`config.mk`:
```
export PLATFORM = sky130hd
export DESIGN_NAME = sprite_plot_arbiter_flat
export DESIGN_NICKNAME = d
export VERILOG_FILES = /design/src/rtl/sprite_pkg.sv /design/src/rtl/sprite_plot_arbiter_if.sv /design/src/rtl/box_pixel_counter.sv /design/src/rtl/sprite_plot_arbiter.sv /design/src/flat_wrapper.sv
export SDC_FILE = /design/constraint.sdc
export NUM_CORES = 1
export LEC_CHECK = 0
export ABC_AREA = 1
export BUFFER_PORTS_ARGS = -buffer_cell sky130_fd_sc_hd__buf_2
export CORE_MARGIN = 2
export CORE_UTILIZATION = 30
export DETAILED_ROUTE_END_ITERATION = 16
export PLACE_DENSITY = 0.59
export SYNTH_ARGS = -nofsm -noshare
export SYNTH_HDL_FRONTEND = slang
export SYNTH_HIERARCHICAL = 1
export SYNTH_SLANG_ARGS = --single-unit
```
`constraint.sdc`:
```
create_clock -name clk -period 4.1 [get_ports clk]
set_clock_uncertainty 0.1 [all_clocks]
set_input_delay 0.41 -clock clk [delete_from_list [all_inputs] [get_ports clk]]
set_output_delay 0.41 -clock clk [all_outputs]
set_load 0.03 [all_outputs]
```
`src/rtl/sprite_pkg.sv`:
```
// Shared sprite/VGA constants, arbiter state encoding and the latched job payload.
package sprite_pkg;

    localparam int unsigned X_W   = 8;
    localparam int unsigned Y_W   = 7;
    localparam int unsigned COL_W = 3;

    localparam int unsigned DEF_SCREEN_W = 160;
    localparam int unsigned DEF_SCREEN_H = 120;
    localparam int unsigned DEF_SPRITE_W = 10;
    localparam int unsigned DEF_SPRITE_H = 10;

    localparam logic [COL_W-1:0] COLOUR_BLACK = 3'b000;

    typedef enum logic [1:0] {
        ST_IDLE = 2'd0,
        ST_DRAW = 2'd1,
        ST_DONE = 2'd2
    } arb_state_e;

    typedef struct packed {
        logic [X_W-1:0]   x;
        logic [Y_W-1:0]   y;
        logic [COL_W-1:0] colour;
    } sprite_job_t;

endpackage

```
`src/rtl/sprite_plot_arbiter_if.sv`:
```
// Requester-side and VGA-side signals of the sprite plot arbiter.
interface sprite_plot_arbiter_if #(
    parameter int unsigned N_REQ = 4
);
    logic [N_REQ-1:0]                    req;
    logic [sprite_pkg::X_W*N_REQ-1:0]    req_x;
    logic [sprite_pkg::Y_W*N_REQ-1:0]    req_y;
    logic [sprite_pkg::COL_W*N_REQ-1:0]  req_colour;
    logic [N_REQ-1:0]                    req_erase;
    logic [N_REQ-1:0]                    grant;
    logic [N_REQ-1:0]                    done;
    logic [sprite_pkg::X_W-1:0]          vga_x;
    logic [sprite_pkg::Y_W-1:0]          vga_y;
    logic [sprite_pkg::COL_W-1:0]        vga_colour;
    logic                                vga_plot;
    logic                                busy;

    modport master (
        output req, req_x, req_y, req_colour, req_erase,
        input  grant, done, vga_x, vga_y, vga_colour, vga_plot, busy
    );

    modport slave (
        input  req, req_x, req_y, req_colour, req_erase,
        output grant, done, vga_x, vga_y, vga_colour, vga_plot, busy
    );
endinterface

```
`src/rtl/box_pixel_counter.sv`:
```
// Walks a SPRITE_W x SPRITE_H box row-major and reports the next pixel address
// and whether it falls on the visible screen.
module box_pixel_counter
    import sprite_pkg::*;
#(
    parameter int unsigned SPRITE_W = DEF_SPRITE_W,
    parameter int unsigned SPRITE_H = DEF_SPRITE_H,
    parameter int unsigned SCREEN_W = DEF_SCREEN_W,
    parameter int unsigned SCREEN_H = DEF_SCREEN_H
) (
    input  logic           clk,
    input  logic           reset,
    input  logic           start,
    input  logic           step,
    input  logic [X_W-1:0] base_x,
    input  logic [Y_W-1:0] base_y,
    output logic [X_W-1:0] pix_x_c,
    output logic [Y_W-1:0] pix_y_c,
    output logic           on_screen_c,
    output logic           last_c
);
    localparam int unsigned CX_W = (SPRITE_W > 1) ? $clog2(SPRITE_W) : 1;
    localparam int unsigned CY_W = (SPRITE_H > 1) ? $clog2(SPRITE_H) : 1;
    localparam logic [CX_W-1:0] CX_LAST = CX_W'(SPRITE_W - 1);
    localparam logic [CY_W-1:0] CY_LAST = CY_W'(SPRITE_H - 1);

    logic [CX_W-1:0] cx_q, cx_d;
    logic [CY_W-1:0] cy_q, cy_d;

    // Next column/row: restart on start, otherwise advance row-major on step.
    always_comb begin
        cx_d = cx_q;
        cy_d = cy_q;
        if (start) begin
            cx_d = '0;
            cy_d = '0;
        end else if (step) begin
            if (cx_q == CX_LAST) begin
                cx_d = '0;
                cy_d = (cy_q == CY_LAST) ? '0 : cy_q + CY_W'(1);
            end else begin
                cx_d = cx_q + CX_W'(1);
            end
        end
    end

    // Counter registers.
    always_ff @(posedge clk) begin
        if (reset) begin
            cx_q <= '0;
            cy_q <= '0;
        end else begin
            cx_q <= cx_d;
            cy_q <= cy_d;
        end
    end

    // Address of the pixel the counters are moving to, with screen clipping.
    always_comb begin
        pix_x_c     = base_x + X_W'(cx_d);
        pix_y_c     = base_y + Y_W'(cy_d);
        on_screen_c = (32'(pix_x_c) < SCREEN_W) && (32'(pix_y_c) < SCREEN_H);
        last_c      = (cx_q == CX_LAST) && (cy_q == CY_LAST);
    end

endmodule

```
`src/rtl/sprite_plot_arbiter.sv`:
```
// Round-robin arbiter sharing the single VGA plot port between sprite controllers;
// the winner's box is walked one pixel per clock and done is pulsed at the end.
module sprite_plot_arbiter
    import sprite_pkg::*;
#(
    parameter int unsigned N_REQ    = 4,
    parameter int unsigned SPRITE_W = DEF_SPRITE_W,
    parameter int unsigned SPRITE_H = DEF_SPRITE_H,
    parameter int unsigned SCREEN_W = DEF_SCREEN_W,
    parameter int unsigned SCREEN_H = DEF_SCREEN_H
) (
    input  logic                  clk,
    input  logic                  reset,
    sprite_plot_arbiter_if.slave  bus
);
    localparam int unsigned IDX_W = (N_REQ > 1) ? $clog2(N_REQ) : 1;
    localparam logic [IDX_W-1:0] IDX_LAST = IDX_W'(N_REQ - 1);

    arb_state_e        state_q, state_d;
    logic [IDX_W-1:0]  win_q, win_d;
    logic [IDX_W-1:0]  last_q, last_d;
    sprite_job_t       job_q, job_d;

    logic [N_REQ-1:0]  grant_q, grant_d;
    logic [N_REQ-1:0]  done_q, done_d;
    logic [X_W-1:0]    vga_x_q, vga_x_d;
    logic [Y_W-1:0]    vga_y_q, vga_y_d;
    logic [COL_W-1:0]  vga_colour_q, vga_colour_d;
    logic              vga_plot_q, vga_plot_d;
    logic              busy_q, busy_d;

    logic              found;
    logic [IDX_W-1:0]  pick;
    logic [IDX_W-1:0]  cand;
    logic              cnt_start;
    logic              cnt_step;
    logic [X_W-1:0]    pix_x_c;
    logic [Y_W-1:0]    pix_y_c;
    logic              on_screen_c;
    logic              last_c;

    logic [X_W-1:0]    req_x_arr   [N_REQ];
    logic [Y_W-1:0]    req_y_arr   [N_REQ];
    logic [COL_W-1:0]  req_col_arr [N_REQ];

    for (genvar g = 0; g < N_REQ; g++) begin : g_unpack
        assign req_x_arr[g]   = bus.req_x[g*X_W +: X_W];
        assign req_y_arr[g]   = bus.req_y[g*Y_W +: Y_W];
        assign req_col_arr[g] = bus.req_colour[g*COL_W +: COL_W];
    end

    // Round-robin select: first pending requester after the last winner.
    always_comb begin
        found = 1'b0;
        pick  = last_q;
        cand  = last_q;
        for (int unsigned k = 1; k <= N_REQ; k++) begin
            cand = IDX_W'((32'(last_q) + k) % N_REQ);
            if (!found && bus.req[cand]) begin
                found = 1'b1;
                pick  = cand;
            end
        end
    end

    // Next-state logic: latch the winner's job in IDLE, walk the box, then report done.
    always_comb begin
        state_d   = state_q;
        win_d     = win_q;
        last_d    = last_q;
        job_d     = job_q;
        cnt_start = 1'b0;
        cnt_step  = 1'b0;
        case (state_q)
            ST_IDLE: begin
                if (found) begin
                    win_d        = pick;
                    job_d.x      = req_x_arr[pick];
                    job_d.y      = req_y_arr[pick];
                    job_d.colour = bus.req_erase[pick] ? COLOUR_BLACK : req_col_arr[pick];
                    cnt_start    = 1'b1;
                    state_d      = ST_DRAW;
                end
            end
            ST_DRAW: begin
                cnt_step = 1'b1;
                if (last_c) begin
                    state_d = ST_DONE;
                end
            end
            ST_DONE: begin
                last_d  = win_q;
                state_d = ST_IDLE;
            end
            default: state_d = ST_IDLE;
        endcase
    end

    box_pixel_counter #(
        .SPRITE_W (SPRITE_W),
        .SPRITE_H (SPRITE_H),
        .SCREEN_W (SCREEN_W),
        .SCREEN_H (SCREEN_H)
    ) u_counter (
        .clk         (clk),
        .reset       (reset),
        .start       (cnt_start),
        .step        (cnt_step),
        .base_x      (job_d.x),
        .base_y      (job_d.y),
        .pix_x_c     (pix_x_c),
        .pix_y_c     (pix_y_c),
        .on_screen_c (on_screen_c),
        .last_c      (last_c)
    );

    // Output decode from next-state values so every output is a flop.
    always_comb begin
        grant_d      = (state_d == ST_DRAW) ? (N_REQ'(1) << win_d) : '0;
        done_d       = (state_d == ST_DONE) ? (N_REQ'(1) << win_d) : '0;
        vga_x_d      = pix_x_c;
        vga_y_d      = pix_y_c;
        vga_colour_d = job_d.colour;
        vga_plot_d   = (state_d == ST_DRAW) && on_screen_c;
        busy_d       = (state_d != ST_IDLE);
    end

    // State and output registers.
    always_ff @(posedge clk) begin
        if (reset) begin
            state_q      <= ST_IDLE;
            win_q        <= '0;
            last_q       <= IDX_LAST;
            job_q        <= '0;
            grant_q      <= '0;
            done_q       <= '0;
            vga_x_q      <= '0;
            vga_y_q      <= '0;
            vga_colour_q <= '0;
            vga_plot_q   <= 1'b0;
            busy_q       <= 1'b0;
        end else begin
            state_q      <= state_d;
            win_q        <= win_d;
            last_q       <= last_d;
            job_q        <= job_d;
            grant_q      <= grant_d;
            done_q       <= done_d;
            vga_x_q      <= vga_x_d;
            vga_y_q      <= vga_y_d;
            vga_colour_q <= vga_colour_d;
            vga_plot_q   <= vga_plot_d;
            busy_q       <= busy_d;
        end
    end

    assign bus.grant      = grant_q;
    assign bus.done       = done_q;
    assign bus.vga_x      = vga_x_q;
    assign bus.vga_y      = vga_y_q;
    assign bus.vga_colour = vga_colour_q;
    assign bus.vga_plot   = vga_plot_q;
    assign bus.busy       = busy_q;

endmodule

```
`src/flat_wrapper.sv`:
```
// flat-port wrapper written by rule: the top's interface ports become plain ports
module sprite_plot_arbiter_flat import sprite_pkg::*;
#(
    parameter int unsigned N_REQ    = 4,
    parameter int unsigned SPRITE_W = DEF_SPRITE_W,
    parameter int unsigned SPRITE_H = DEF_SPRITE_H,
    parameter int unsigned SCREEN_W = DEF_SCREEN_W,
    parameter int unsigned SCREEN_H = DEF_SCREEN_H
)
  (clk, reset, bus_req, bus_req_x, bus_req_y, bus_req_colour, bus_req_erase, bus_grant, bus_done, bus_vga_x, bus_vga_y, bus_vga_colour, bus_vga_plot, bus_busy);
  sprite_plot_arbiter_if #(.N_REQ(N_REQ)) bus_i ();
  input  logic clk;
  input  logic reset;
  input wire logic [$bits(bus_i.req)-1:0] bus_req;
  input wire logic [$bits(bus_i.req_x)-1:0] bus_req_x;
  input wire logic [$bits(bus_i.req_y)-1:0] bus_req_y;
  input wire logic [$bits(bus_i.req_colour)-1:0] bus_req_colour;
  input wire logic [$bits(bus_i.req_erase)-1:0] bus_req_erase;
  output wire logic [$bits(bus_i.grant)-1:0] bus_grant;
  output wire logic [$bits(bus_i.done)-1:0] bus_done;
  output wire logic [$bits(bus_i.vga_x)-1:0] bus_vga_x;
  output wire logic [$bits(bus_i.vga_y)-1:0] bus_vga_y;
  output wire logic [$bits(bus_i.vga_colour)-1:0] bus_vga_colour;
  output wire logic [$bits(bus_i.vga_plot)-1:0] bus_vga_plot;
  output wire logic [$bits(bus_i.busy)-1:0] bus_busy;
  assign bus_i.req = bus_req;
  assign bus_i.req_x = bus_req_x;
  assign bus_i.req_y = bus_req_y;
  assign bus_i.req_colour = bus_req_colour;
  assign bus_i.req_erase = bus_req_erase;
  assign bus_grant = bus_i.grant;
  assign bus_done = bus_i.done;
  assign bus_vga_x = bus_i.vga_x;
  assign bus_vga_y = bus_i.vga_y;
  assign bus_vga_colour = bus_i.vga_colour;
  assign bus_vga_plot = bus_i.vga_plot;
  assign bus_busy = bus_i.busy;
  sprite_plot_arbiter #(.N_REQ(N_REQ), .SPRITE_W(SPRITE_W), .SPRITE_H(SPRITE_H), .SCREEN_W(SCREEN_W), .SCREEN_H(SCREEN_H)) u_core (.clk(clk), .reset(reset), .bus(bus_i));
endmodule
```
==> results.md <==
- Unrepaired setup endpoints after global routing: false
- Crit-path slowest cell: fa_1
- FF-to-FF setup slack: 0.52 ns
- Top library cells by usage in the layout, fill and taps aside: nand2_1 (188), buf_2 (109), nand3_1 (81)
- Largest net degree at the start of global routing: 47
- Largest stage delay on the critical path: 0.43 ns
- Cell Rows: 41
- Die ar.: 0.0138 mm^2
- Fill count: 1,389
- Cell Chain, Critical Path: buf_4 -> nand2_1 -> nand2_2 -> nand2_2 -> nand2_4 -> nor2_4 -> nand4_1 -> nand2_2 -> inv_2 -> buf_4 -> nor3_1 -> ha_1 -> fa_1 -> nand3_1 -> nand3_1 -> nand3_1 -> nand2_1 -> nand3_1 -> nand2_1 -> nand2_1 -> inv_1 -> inv_1 -> nor2_1
- Depth of the worst hold-timing path: 2
- Post_cts resized: 0
- Initial DRC Count: 154
- Clock network power share: 40.7%
- Hold Path Class: register to register
- Slew Limit Fails: 0
- Post CTS Setup Buffer Count: 0
- Global route overflow: 0
- Classification of the worst setup path: register to register
- Initial antenna violation count: 0
- CP endpoint kind: register
- Vias: 3,841
- Reg clk slew, reported paths: 0.05 ns
- Number of global-route vias before repair: 3,792
- Sw frac: 30.6%
- Core Footprint: 0.0126 mm^2
- Clock buffer count from CTS: 9
- ANT nets after route: 0
- Most common cell after layout, fill and taps aside: nand2_1
- Leakage: 2.63 nW
- Least-Margin Pin Slew: 0.892 ns
- P per Cell Area: 375 mW/mm^2
- Remaining DRCs: 0
- Root Buffer: clkbuf_16
- Nets@finish: 790
- Worst R2R Path Depth: 23
- TritonCTS clock tree: yes
- Period utilization: 87.4%
- VDD IR max: 0.211 mV
- First-pass GRT wire length: 16.9 mm
- Yosys top cell area share: 29.6%
- Vias per cell: 4.39
- Initial core utilization: 30.7%
- Required time worst endpoint: 4.21 ns
- Average size of a mapped cell: 6.44 um^2
- RD Place Congestion: 0.824
- Drt first pass iters: 4
- Die X: 117 um
- Antenna diode count: 0
- Cts-stage hold buffer count: 0
- Yosys warns: 6
- Worst r2r src: u_core/last_q[0]$_SDFFE_PP1N_
- Seq pwr share: 34.6%
- Total Power: 0.00178 W
- Share of cells above drive strength 1: 30.2%
- Die Y: 117 um
- Internal power: 0.00123 W
- Area Growth Syn to Fin: 22.9%
- Rel. slew slack: 40.6%
- Comb pwr share: 24.7%
- Final setup violation count: 0
- WL/cell: 11.1 um
- IO Port Bufs: 109
- Fin. Hold Viols: 0
- Reg2reg end: u_core/bus.vga_plot$_SDFF_PP0_
- Status: complete, no violations
- Startpoint types: register
- Min cycle time layout: 3.58 ns
- Synthesized net count: 691
- Post-DP HPWL: 7.64 mm
- Post-synthesis sequential area ratio: 29.6%
- H-tree Lvls: 3
- Setup_tns: 0 ns
- Final WL: 9.71 mm
- Switch Pwr: 0.000544 W
- Max Root-Sink Buffers: 2
- Synth cell types: 36
- CP max FO: 24
- Max-Cap Viols: 0
- All-layer global routing usage: 14.8%
- I/O pins: 110
- Area leader, netlist: dfxtp_1
- Sink Count: 57
- Latest clock arrival within the worst-skew pair: 0.32 ns
- Netlist Area Pre-Place: 0.00386 mm^2
- Seq cells post-synth: 57
- F_max: 279 MHz
- Cells after synthesis: 599
- Hold worst-path end: u_core/bus.vga_colour[0]$_SDFFE_PP0P_
- Top cells by area, synth: dfxtp_1 (30%), nand2_1 (18%), nand3_1 (11%)
- CP arrival: 3.69 ns
- Hold Crit Start: u_core/bus.vga_colour[0]$_SDFFE_PP0P_
area by class of cell:
cell class | instances | area [um^2] | share of cell area [%]
inverter | 85 | 323 | 6.81
clock buffer | 10 | 239 | 5.04
multi-input combinational | 429 | 2170 | 45.7
timing repair buffer | 116 | 598 | 12.6
tap | 172 | 215 | 4.54
clock inverter | 6 | 57.6 | 1.21
sequential | 57 | 1140 | 24.1
per-layer routing:
layer  vias up  part of all wire [%]  global-route usage [%]
li1       2057                     -                       -
met1      1698                    46                    17.9
met2        73                    49                    25.8
met3        13                   3.9                    3.89
met4         0                   1.3                    4.44
met5         -                     0                       0
power by group through the flow:
stage | clock [W] | sequential, W | combinational [W]
2_1_floorplan | 0 | 0.000669 | 0.000282
3_3_place_gp | 0 | 0.000625 | 0.000445
3_5_place_dp | 0 | 0.000625 | 0.000444
4_1_cts | 0.000745 | 0.000614 | 0.000447
5_1_grt | 0.000771 | 0.000618 | 0.000504
6_report | 0.000724 | 0.000614 | 0.000439
synthesized netlist by cell type (all sizes together):
cell and number:
and2 1, o31ai 1, clkinv 1, a22oi 1
xnor2 2, buf 24, nand3 88, a21oi 7
nand2 216, ha 8, inv 84, clkbuf 4
xor2 4, nor4 3, o21ai 24, nand4 3
nor2 61, dfxtp 57, a31oi 1, nor3 7
fa 2
metrics by stage:
stage | instances | hold slack, ns | utilization, % | cell area (um^2) | setup WS (ns)
global placement | 859 | 0.373 | 35.4 | 4450 | 0.535
floorplan | 599 | 0.343 | - | 3860 | 0.791
global route | 875 | 0.386 | 37.7 | 4740 | 0.0284
CTS | 875 | 0.374 | 37.7 | 4740 | 0.465
detailed placement | 859 | 0.366 | 35.4 | 4450 | 0.476
finish | 875 | 0.369 | 37.7 | 4740 | 0.515
critical path, delay by kind of cell (launching register included):
family / cells / cell delay (ns)
fa+ha+maj: 2 / 0.64
buf+inv: 5 / 0.96
simple gates: 16 / 1.36
flops: 1 / 0.42
how the worst max path moves through the flow:
stage / slack [ns] / start / cells after the start / endpoint
floorplan: 0.79 / u_core/last_q[0]$_SDFFE_PP1N_ / 28 / u_core/bus.vga_plot$_SDFF_PP0_
global placement: 0.53 / u_core/last_q[0]$_SDFFE_PP1N_ / 28 / u_core/bus.vga_plot$_SDFF_PP0_
detailed placement: 0.48 / u_core/last_q[0]$_SDFFE_PP1N_ / 28 / u_core/bus.vga_plot$_SDFF_PP0_
CTS: 0.47 / u_core/last_q[0]$_SDFFE_PP1N_ / 28 / u_core/bus.vga_plot$_SDFF_PP0_
global route: 0.03 / u_core/last_q[0]$_SDFFE_PP1N_ / 28 / u_core/bus.vga_plot$_SDFF_PP0_
finish: 0.52 / u_core/last_q[0]$_SDFFE_PP1N_ / 23 / u_core/bus.vga_plot$_SDFF_PP0_
kinds of logic (layout without fill, tap and decap cells):
family / count (synthesis) / after routing / share of synthesized area [%]
compound gates: 34 / 34 / 6.03
xor+xnor: 6 / 6 / 1.36
fa+ha+maj: 10 / 10 / 3.63
simple gates: 379 / 379 / 45.2
buf+inv: 113 / 217 / 14.2
flops: 57 / 57 / 29.6
registers in the layout, indices dropped and copies added, names as in the netlist, 3 cells and up:
signal and count:
u_core/bus.grant 4, u_core/bus.done 4, u_core/bus.vga_x 8, u_core/bus.vga_y 7, u_core/u_counter/cy_q 4, u_core/bus.vga_colour 3
u_core/job_q 15, u_core/u_counter/cx_q 4
Note: power is estimated with default switching activity, not from simulation.
